**src/rtl/booth_mult_arbiter_if.sv**
```systemverilog
// booth_mult_arbiter_if: handshake bundle between two requesters, a result consumer and the shared Booth multiplier
interface booth_mult_arbiter_if #(
    parameter int WIDTH = 8
);
    logic                 req0_valid;
    logic                 req0_ready;
    logic [WIDTH-1:0]     req0_a;
    logic [WIDTH-1:0]     req0_b;
    logic                 req1_valid;
    logic                 req1_ready;
    logic [WIDTH-1:0]     req1_a;
    logic [WIDTH-1:0]     req1_b;
    logic                 res_valid;
    logic                 res_ready;
    logic [2*WIDTH-1:0]   res_product;
    logic                 res_id;
    logic                 busy;

    modport master (
        output req0_valid, req0_a, req0_b,
        output req1_valid, req1_a, req1_b,
        output res_ready,
        input  req0_ready, req1_ready,
        input  res_valid, res_product, res_id, busy
    );

    modport slave (
        input  req0_valid, req0_a, req0_b,
        input  req1_valid, req1_a, req1_b,
        input  res_ready,
        output req0_ready, req1_ready,
        output res_valid, res_product, res_id, busy
    );
endinterface

```
**src/rtl/booth_mult_arbiter.sv**
```systemverilog
// booth_mult_arbiter: round-robin two-port front end feeding one sequential radix-2 Booth signed multiplier
module booth_mult_arbiter #(
    parameter int WIDTH = 8
) (
    input logic clk,
    input logic rst,
    booth_mult_arbiter_if.slave bus
);
    localparam int CW = (WIDTH > 1) ? $clog2(WIDTH) : 1;

    typedef enum logic [1:0] {IDLE, RUN, DONE} state_t;

    state_t             state;
    logic [WIDTH-1:0]   a;
    logic [WIDTH-1:0]   b;
    logic               id;
    logic               last_grant;
    logic               e;
    logic [2*WIDTH:0]   acc;
    logic [CW-1:0]      cnt;
    logic               res_valid;
    logic [2*WIDTH-1:0] res_product;
    logic               res_id;

    logic               grant;
    logic               accept;
    logic [1:0]         pair;
    logic [WIDTH:0]     upper;
    logic [WIDTH:0]     b_ext;
    logic [WIDTH:0]     upper_next;
    logic [2*WIDTH:0]   acc_next;
    logic               last_step;

    // Grant the lone valid requester, or on a tie the one not served last
    always_comb begin
        grant  = (bus.req0_valid && bus.req1_valid) ? ~last_grant : bus.req1_valid;
        accept = (state == IDLE) && !rst && (bus.req0_valid || bus.req1_valid);
    end

    assign bus.req0_ready  = accept && !grant;
    assign bus.req1_ready  = accept && grant;
    assign bus.res_valid   = res_valid;
    assign bus.res_product = res_product;
    assign bus.res_id      = res_id;
    assign bus.busy        = (state != IDLE);

    // One Booth step: add/subtract B in the WIDTH+1-bit upper half, then arithmetic shift right
    always_comb begin
        pair       = {a[cnt], e};
        upper      = acc[2*WIDTH:WIDTH];
        b_ext      = {b[WIDTH-1], b};
        upper_next = (pair == 2'b10) ? upper - b_ext :
                     (pair == 2'b01) ? upper + b_ext : upper;
        acc_next   = $signed({upper_next, acc[WIDTH-1:0]}) >>> 1;
        last_step  = (cnt == CW'(WIDTH - 1));
    end

    // Control FSM: accept in IDLE, WIDTH Booth steps in RUN, hold the result in DONE
    always_ff @(posedge clk) begin
        if (rst) begin
            state       <= IDLE;
            a           <= '0;
            b           <= '0;
            id          <= 1'b0;
            last_grant  <= 1'b1;
            e           <= 1'b0;
            acc         <= '0;
            cnt         <= '0;
            res_valid   <= 1'b0;
            res_product <= '0;
            res_id      <= 1'b0;
        end else begin
            case (state)
                IDLE: begin
                    if (accept) begin
                        a          <= grant ? bus.req1_a : bus.req0_a;
                        b          <= grant ? bus.req1_b : bus.req0_b;
                        id         <= grant;
                        last_grant <= grant;
                        acc        <= '0;
                        e          <= 1'b0;
                        cnt        <= '0;
                        state      <= RUN;
                    end
                end
                RUN: begin
                    acc <= acc_next;
                    e   <= a[cnt];
                    cnt <= cnt + 1'b1;
                    if (last_step) begin
                        res_product <= acc_next[2*WIDTH-1:0];
                        res_id      <= id;
                        res_valid   <= 1'b1;
                        state       <= DONE;
                    end
                end
                DONE: begin
                    if (bus.res_ready) begin
                        res_valid <= 1'b0;
                        state     <= IDLE;
                    end
                end
                default: state <= IDLE;
            endcase
        end
    end
endmodule

```
**src/flat_wrapper.sv**
```systemverilog
// flat-port wrapper written by rule: the top's interface ports become plain ports
module booth_mult_arbiter_flat 
#(
    parameter int WIDTH = 8
)
  (clk, rst, bus_req0_valid, bus_req0_a, bus_req0_b, bus_req1_valid, bus_req1_a, bus_req1_b, bus_res_ready, bus_req0_ready, bus_req1_ready, bus_res_valid, bus_res_product, bus_res_id, bus_busy);
  booth_mult_arbiter_if #(.WIDTH(WIDTH)) bus_i ();
  input logic clk;
  input logic rst;
  input wire logic [$bits(bus_i.req0_valid)-1:0] bus_req0_valid;
  input wire logic [$bits(bus_i.req0_a)-1:0] bus_req0_a;
  input wire logic [$bits(bus_i.req0_b)-1:0] bus_req0_b;
  input wire logic [$bits(bus_i.req1_valid)-1:0] bus_req1_valid;
  input wire logic [$bits(bus_i.req1_a)-1:0] bus_req1_a;
  input wire logic [$bits(bus_i.req1_b)-1:0] bus_req1_b;
  input wire logic [$bits(bus_i.res_ready)-1:0] bus_res_ready;
  output wire logic [$bits(bus_i.req0_ready)-1:0] bus_req0_ready;
  output wire logic [$bits(bus_i.req1_ready)-1:0] bus_req1_ready;
  output wire logic [$bits(bus_i.res_valid)-1:0] bus_res_valid;
  output wire logic [$bits(bus_i.res_product)-1:0] bus_res_product;
  output wire logic [$bits(bus_i.res_id)-1:0] bus_res_id;
  output wire logic [$bits(bus_i.busy)-1:0] bus_busy;
  assign bus_i.req0_valid = bus_req0_valid;
  assign bus_i.req0_a = bus_req0_a;
  assign bus_i.req0_b = bus_req0_b;
  assign bus_i.req1_valid = bus_req1_valid;
  assign bus_i.req1_a = bus_req1_a;
  assign bus_i.req1_b = bus_req1_b;
  assign bus_i.res_ready = bus_res_ready;
  assign bus_req0_ready = bus_i.req0_ready;
  assign bus_req1_ready = bus_i.req1_ready;
  assign bus_res_valid = bus_i.res_valid;
  assign bus_res_product = bus_i.res_product;
  assign bus_res_id = bus_i.res_id;
  assign bus_busy = bus_i.busy;
  booth_mult_arbiter #(.WIDTH(WIDTH)) u_core (.clk(clk), .rst(rst), .bus(bus_i));
endmodule
```
**config.mk**
```make
export PLATFORM = sky130hd
export DESIGN_NAME = booth_mult_arbiter_flat
export DESIGN_NICKNAME = d
export VERILOG_FILES = /design/src/rtl/booth_mult_arbiter_if.sv /design/src/rtl/booth_mult_arbiter.sv /design/src/flat_wrapper.sv
export SDC_FILE = /design/constraint.sdc
export NUM_CORES = 1
export LEC_CHECK = 0
export BUFFER_PORTS_ARGS = -buffer_cell sky130_fd_sc_hd__buf_2
export CAP_MARGIN = 10
export CORE_AREA = 8 8 114 116
export CTS_BUF_LIST = sky130_fd_sc_hd__clkbuf_2 sky130_fd_sc_hd__clkbuf_4 sky130_fd_sc_hd__clkbuf_8
export CTS_CLUSTER_SIZE = 28
export DETAILED_ROUTE_END_ITERATION = 6
export DIE_AREA = 0 0 122 124
export PLACE_DENSITY = 0.49
export SLEW_MARGIN = 10
export SYNTH_ARGS = -nofsm -noshare
export SYNTH_HDL_FRONTEND = slang
export SYNTH_SLANG_ARGS = --single-unit
```
**constraint.sdc**
```tcl
create_clock -name clk -period 3.1 [get_ports clk]
set_input_delay 0.465 -clock clk [delete_from_list [all_inputs] [get_ports clk]]
set_output_delay 0.465 -clock clk [all_outputs]
set_load 0.03 [all_outputs]
```
### After elaboration in Yosys (flattened, before gate mapping)

Cells that the tools add are included.

* flip-flop bits (word level): 59
* latch bits: 0
* memory bits (writable): 0
* memory bits (read-only): 0
* output and inout bits: 21
* memories kept: 0

* $add $sub $neg: 3
* multipliers: 0
* div/mod/pow operators: 0
* order comparisons: 1
* eq/ne operators: 8
* shifts and indexed selects: 0
* multiplexer cells: 20
* bitwise logic cells: 1
* reduce and logical (&&, ||, !) cells: 17

Operators by type and width (number)
* 17-bit case mux with 2 select lines: 1
* 9-bit 2-to-1 mux: 2
* 17-bit 2-to-1 mux: 1
* 8-bit 2-to-1 mux: 2
* 9-bit adder: 1
* 9-bit subtractor: 1
* 2-bit 2-to-1 mux: 3
* 2-bit case mux with 3 select lines: 1
* 3-bit case mux with 2 select lines: 1
* 2-bit AND reduction: 3
* 3-bit AND reduction: 2
* 2-bit nonzero test: 3
* 1-bit logical AND: 5
* 1-bit 2-to-1 mux: 5
* 2-bit by 1-bit equality test with 1-bit output, second input constant: 2
* 2-bit equality test, second input constant: 2
* 3-bit by 4-bit less-than comparator with 1-bit output, second input constant: 1
* 2-bit by 1-bit != test with 1-bit output, second input constant: 2
* 1-bit case mux with 2 select lines: 2
* 3-bit by 1-bit adder with 3-bit output, second input constant: 1
* 1-bit binary-select mux with 3-bit select: 1
* 3-bit equality test, second input constant: 1
* 3-bit 2-to-1 mux: 1
* 1-bit logical NOT: 2
* 4 further kinds: 4

### Longest topological paths before layout

* depth after elaboration: 6
* gate-level depth with buffers: 10

### Worst setup path before layout

OpenSTA, ideal clock, no wires.

* path type: in2out
* from: input bus_req1_valid
* to: output bus_req1_ready
* arrival time: 2078 ps
* data required time: 2635 ps
* setup slack: 557 ps
* stages: 4
* cell sequence: a21boi_0 > buf_2 > buf_1 > nor3b_1

* word-level cells in the longest chain between the ends: 3

RTL lines
* start: declaration: RTL line flat_wrapper.sv:13 `input wire logic [$bits(bus_i.req1_valid)-1:0] bus_req1_valid;`
* 1-bit logical AND or 1-bit logical OR (tied branches): RTL line booth_mult_arbiter.sv:36, booth_mult_arbiter.sv:37
* 1-bit 2-to-1 mux or 1-bit logical AND (tied branches): RTL line booth_mult_arbiter.sv:36, booth_mult_arbiter.sv:37
* 1-bit logical AND *: RTL line booth_mult_arbiter.sv:41 `assign bus.req1_ready = accept && grant;`
* end: declaration: RTL line flat_wrapper.sv:18 `output wire logic [$bits(bus_i.req1_ready)-1:0] bus_req1_ready;`

Every way passes the cells marked *; elsewhere a longest branch is shown, timed or not.

### Final worst setup path

* from: register u_core.acc[8]
* to: register u_core.res_product[15], in the netlist u_core.bus.res_product[15]

* word-level cells in the longest chain between the ends: 3

RTL lines
* start: declaration: RTL line booth_mult_arbiter.sv:19 `logic [2*WIDTH:0] acc;`
* start signal: assignment: RTL line booth_mult_arbiter.sv:87 `acc <= acc_next;`
* 9-bit adder: RTL line booth_mult_arbiter.sv:53 `(pair == 2'b01) ? upper + b_ext : upper;`
* 9-bit 2-to-1 mux: RTL line booth_mult_arbiter.sv:53
* 9-bit 2-to-1 mux *: RTL line booth_mult_arbiter.sv:52 `upper_next = (pair == 2'b10) ? upper - b_ext :`
* end signal: assignment: RTL line booth_mult_arbiter.sv:91 `res_product <= acc_next[2*WIDTH-1:0];`
* end: declaration: RTL line booth_mult_arbiter.sv:22 `logic [2*WIDTH-1:0] res_product;`

Marks and branches as above.
A chain may end at the register's enable or synchronous reset.

==> impl_metrics.csv <==
group,metric,value,unit
outcome,outcome,"finished, final reports clean",
detailed_routing,totalWireLength,8030,um
cts,cts_tree,"done",
die,ios,58,
pwr,peakVddDrop,0.165,mV
detailed_routing,drt_iter0_drc,131,
yosys,synth_compound_area_share,20.5,%
yosys,synth_top_family_by_area,"compound AO/OA/AOI/OAI gates",
sta,max_freq,0.393,GHz
cts,cts_root_buf,"clkbuf_8",
yosys,synthFlopType,"dfxtp_1",
grt,grt_overflow,0,
pwr,power.leakage,0.00153,uW
die,fp.dieH,124,um
yosys,yosysMostFrequentCell,"dfxtp_1",
final_layout,nets,481,
final_layout,layout-drive-gt1-share,21.0,%
yosys,synthCells,377,
cts,clockBufferDepth,2,
sta,skew,0.00851,ns
cts,cts-hold-fix-buffers,0,
job,max_cap_violations,0,
critical_path,cp.required,3.37,ns
yosys,synth_edf_count,0,
place,dp_hpwl,6100,um
sta,setup_tns,0,ns
detailed_routing,final_antenna_net_count,0,
grt,grt_max_degree,41,
critical_path,start_kind,"register",
yosys,yosysUniqueCellTypes,49,
critical_path,critPathKind,"register to register",
sta,max_slew_margin,60.3,%
cts,numCtsBuffers,9,
cts,htreeDepth,3,
die,die_w,122,um
die,rows,39,
min_path,min_path_type,"primary input to register",
grt,grt_usage,11.1,%
place,post-place-ws,0.547,ns
sta,worst_pin_slew,0.590,ns
yosys,syn_area,0.00317,mm^2
yosys,synth_top_area_share,36.0,%
sta,grt_setup_unrepaired,"no",
sta,finalCritPeriodShare,82.1,%
die,core_area,0.0112,mm^2
cts,clk_pin_slew,0.07,ns
yosys,synth_xor_area_share,2.49,%
final_layout,antenna_cells,0,
grt,grt_pass1_vias,2837,
die,die-area,0.0151,mm^2
detailed_routing,wl_per_cell,14.0,um
cts,clkLatencyLatePin,0.33,ns
place,gp_congestion,0.792,
yosys,synth-async-reset-ratio,0,%
yosys,synth_nets,434,
yosys,synth-simple-area-share,19.8,%
critical_path,crit_fanout,3,
grt,grt_pass1_wl,13500,um
yosys,synthMuxAreaShare,7.43,%
detailed_routing,drc_errors,0,
yosys,synth-warning-count,0,
sta,timing_hold_violations_final,0,
sta,setup_viol,0,
detailed_routing,via_count,2780,
critical_path,endpoint_kind,"register",
grt,antenna_found_initial,0,
cts,postCtsResizedCells,0,
cts,cts_sinks,57,
yosys,synth.area.top_cells,"dfxtp_1 36%, ha_1 7.1%, a211oi_1 6.2%",
yosys,yosys.area.top_type,"dfxtp_1",
detailed_routing,dr.pass1.iters,4,
die,initial_core_util,28.3,%
cts,postCtsSetupBuffers,0,
yosys,synth_common_cells,"57 x dfxtp_1, 45 x nor2_1, 36 x nand2_1",
critical_path,worstPathArrival,2.81,ns
place,io_buffers,57,
yosys,yosys.area_share.adder,8.38,%
yosys,synth.yosys.seq_area_share,36.0,%
sta,setup_slack,0.554,ns
sta,maxSlewViolCount,0,
detailed_routing,routed_via_density,4.86,
final_layout,syn_to_final_growth,19.3,%
sta,min_period,2.55,ns
yosys,synth_area_per_cell,8.40,um^2
pwr,power_density,529,mW/mm^2
yosys,synth.ff_latch_count,57,
[sequential cells by signal, indices dropped and copies added (netlist names)]
name                    count
u_core.last_grant           1
u_core.id                   1
u_core.e                    1
u_core.bus.res_id           1
u_core.bus.res_product     16
u_core.bus.res_valid        1
u_core.acc                 15
u_core.a                    8
u_core.state                2
u_core.b                    8
u_core.cnt                  3
[power by group]
group	leakage, uW	internal [uW]	switching [uW]
sequential	0.000465	772	40.8
clock	0.000106	424	301
combinational	0.000961	189	270
[cell type report]
| cell class | count | area, um^2 |
|---|---|---|
| fillers | 1186 | 7400 |
| flip-flops and latches | 57 | 1140 |
| repair buffers | 62 | 323 |
| clock inverters | 4 | 51.3 |
| clock buffers | 12 | 159 |
| multi-input cells | 277 | 1860 |
| well taps | 143 | 179 |
| inverters | 17 | 63.8 |
[placed cells by master, fill, tap and decap left out, drive strengths merged, types with 3 or more instances in the layout]
master and instances:
or2 3, dfxtp 57, a31oi 4, nand3 14
a311oi 4, nor3 10, nand2b 7, inv 17
xor2 3, a211oi 26, nand2 36, a221oi 5
ha 18, nor2 45, mux2i 17, clkbuf 12
buf 62, o21ai 7, or3 3, nor2b 6
xnor2 6, a21oi 35, nand3b 3
[through the flow]
step	instances	util, %	total power (uW)	instance area [um^2]	hold slack, ns
floorplan	377	-	1170	3170	0.432
finish	572	33.8	2000	3780	0.406
detailed placement	556	31.9	1300	3570	0.445
CTS	572	33.8	2030	3780	0.384
global route	572	33.8	2120	3780	0.424
global placement	556	31.9	1290	3570	0.444
[metal layers]
| layer | GRT usage (%) | up-vias | wire length, um |
|---|---|---|---|
| met3 | 2.81 | 11 | 301 |
| met5 | 0 | - | 0 |
| li1 | - | 1443 | - |
| met2 | 18.4 | 59 | 3760 |
| met1 | 13.6 | 1267 | 3840 |
| met4 | 4.24 | 0 | 122 |
[worst max-delay path, cell delays in order, from the launching register on]
cell,delay (ns)
dfxtp_1,0.32
inv_1,0.07
ha_1,0.16
inv_1,0.05
fa_1,0.40
a21oi_1,0.20
o211ai_1,0.15
a2111oi_0,0.46
o32ai_1,0.17
or3_1,0.38
a21oi_2,0.11
[logic make-up after synthesis]
family,count (synthesis)
buffers and inverters,43
XOR/XNOR,9
multiplexers,19
AND/OR/NAND/NOR,134
adder cells (fa/ha/maj),20
flip-flops,57
AO/OA/AOI/OAI,95
[final timing paths]
check | slack (ns) | startpoint | cells after the start | end
max | 0.55 | u_core.acc[8]$_SDFFE_PP0P_ | 10 | u_core.bus.res_product[15]$_SDFFE_PP0P_
min | 0.41 | bus_res_ready | 4 | u_core.state[1]$_SDFFE_PP0P_
max reg2reg | 0.55 | u_core.acc[8]$_SDFFE_PP0P_ | 10 | u_core.bus.res_product[15]$_SDFFE_PP0P_
min reg2reg | 0.45 | u_core.acc[1]$_SDFFE_PP0P_ | 2 | u_core.bus.res_product[0]$_SDFFE_PP0P_
No activity file was read; power rests on OpenSTA's default activity.
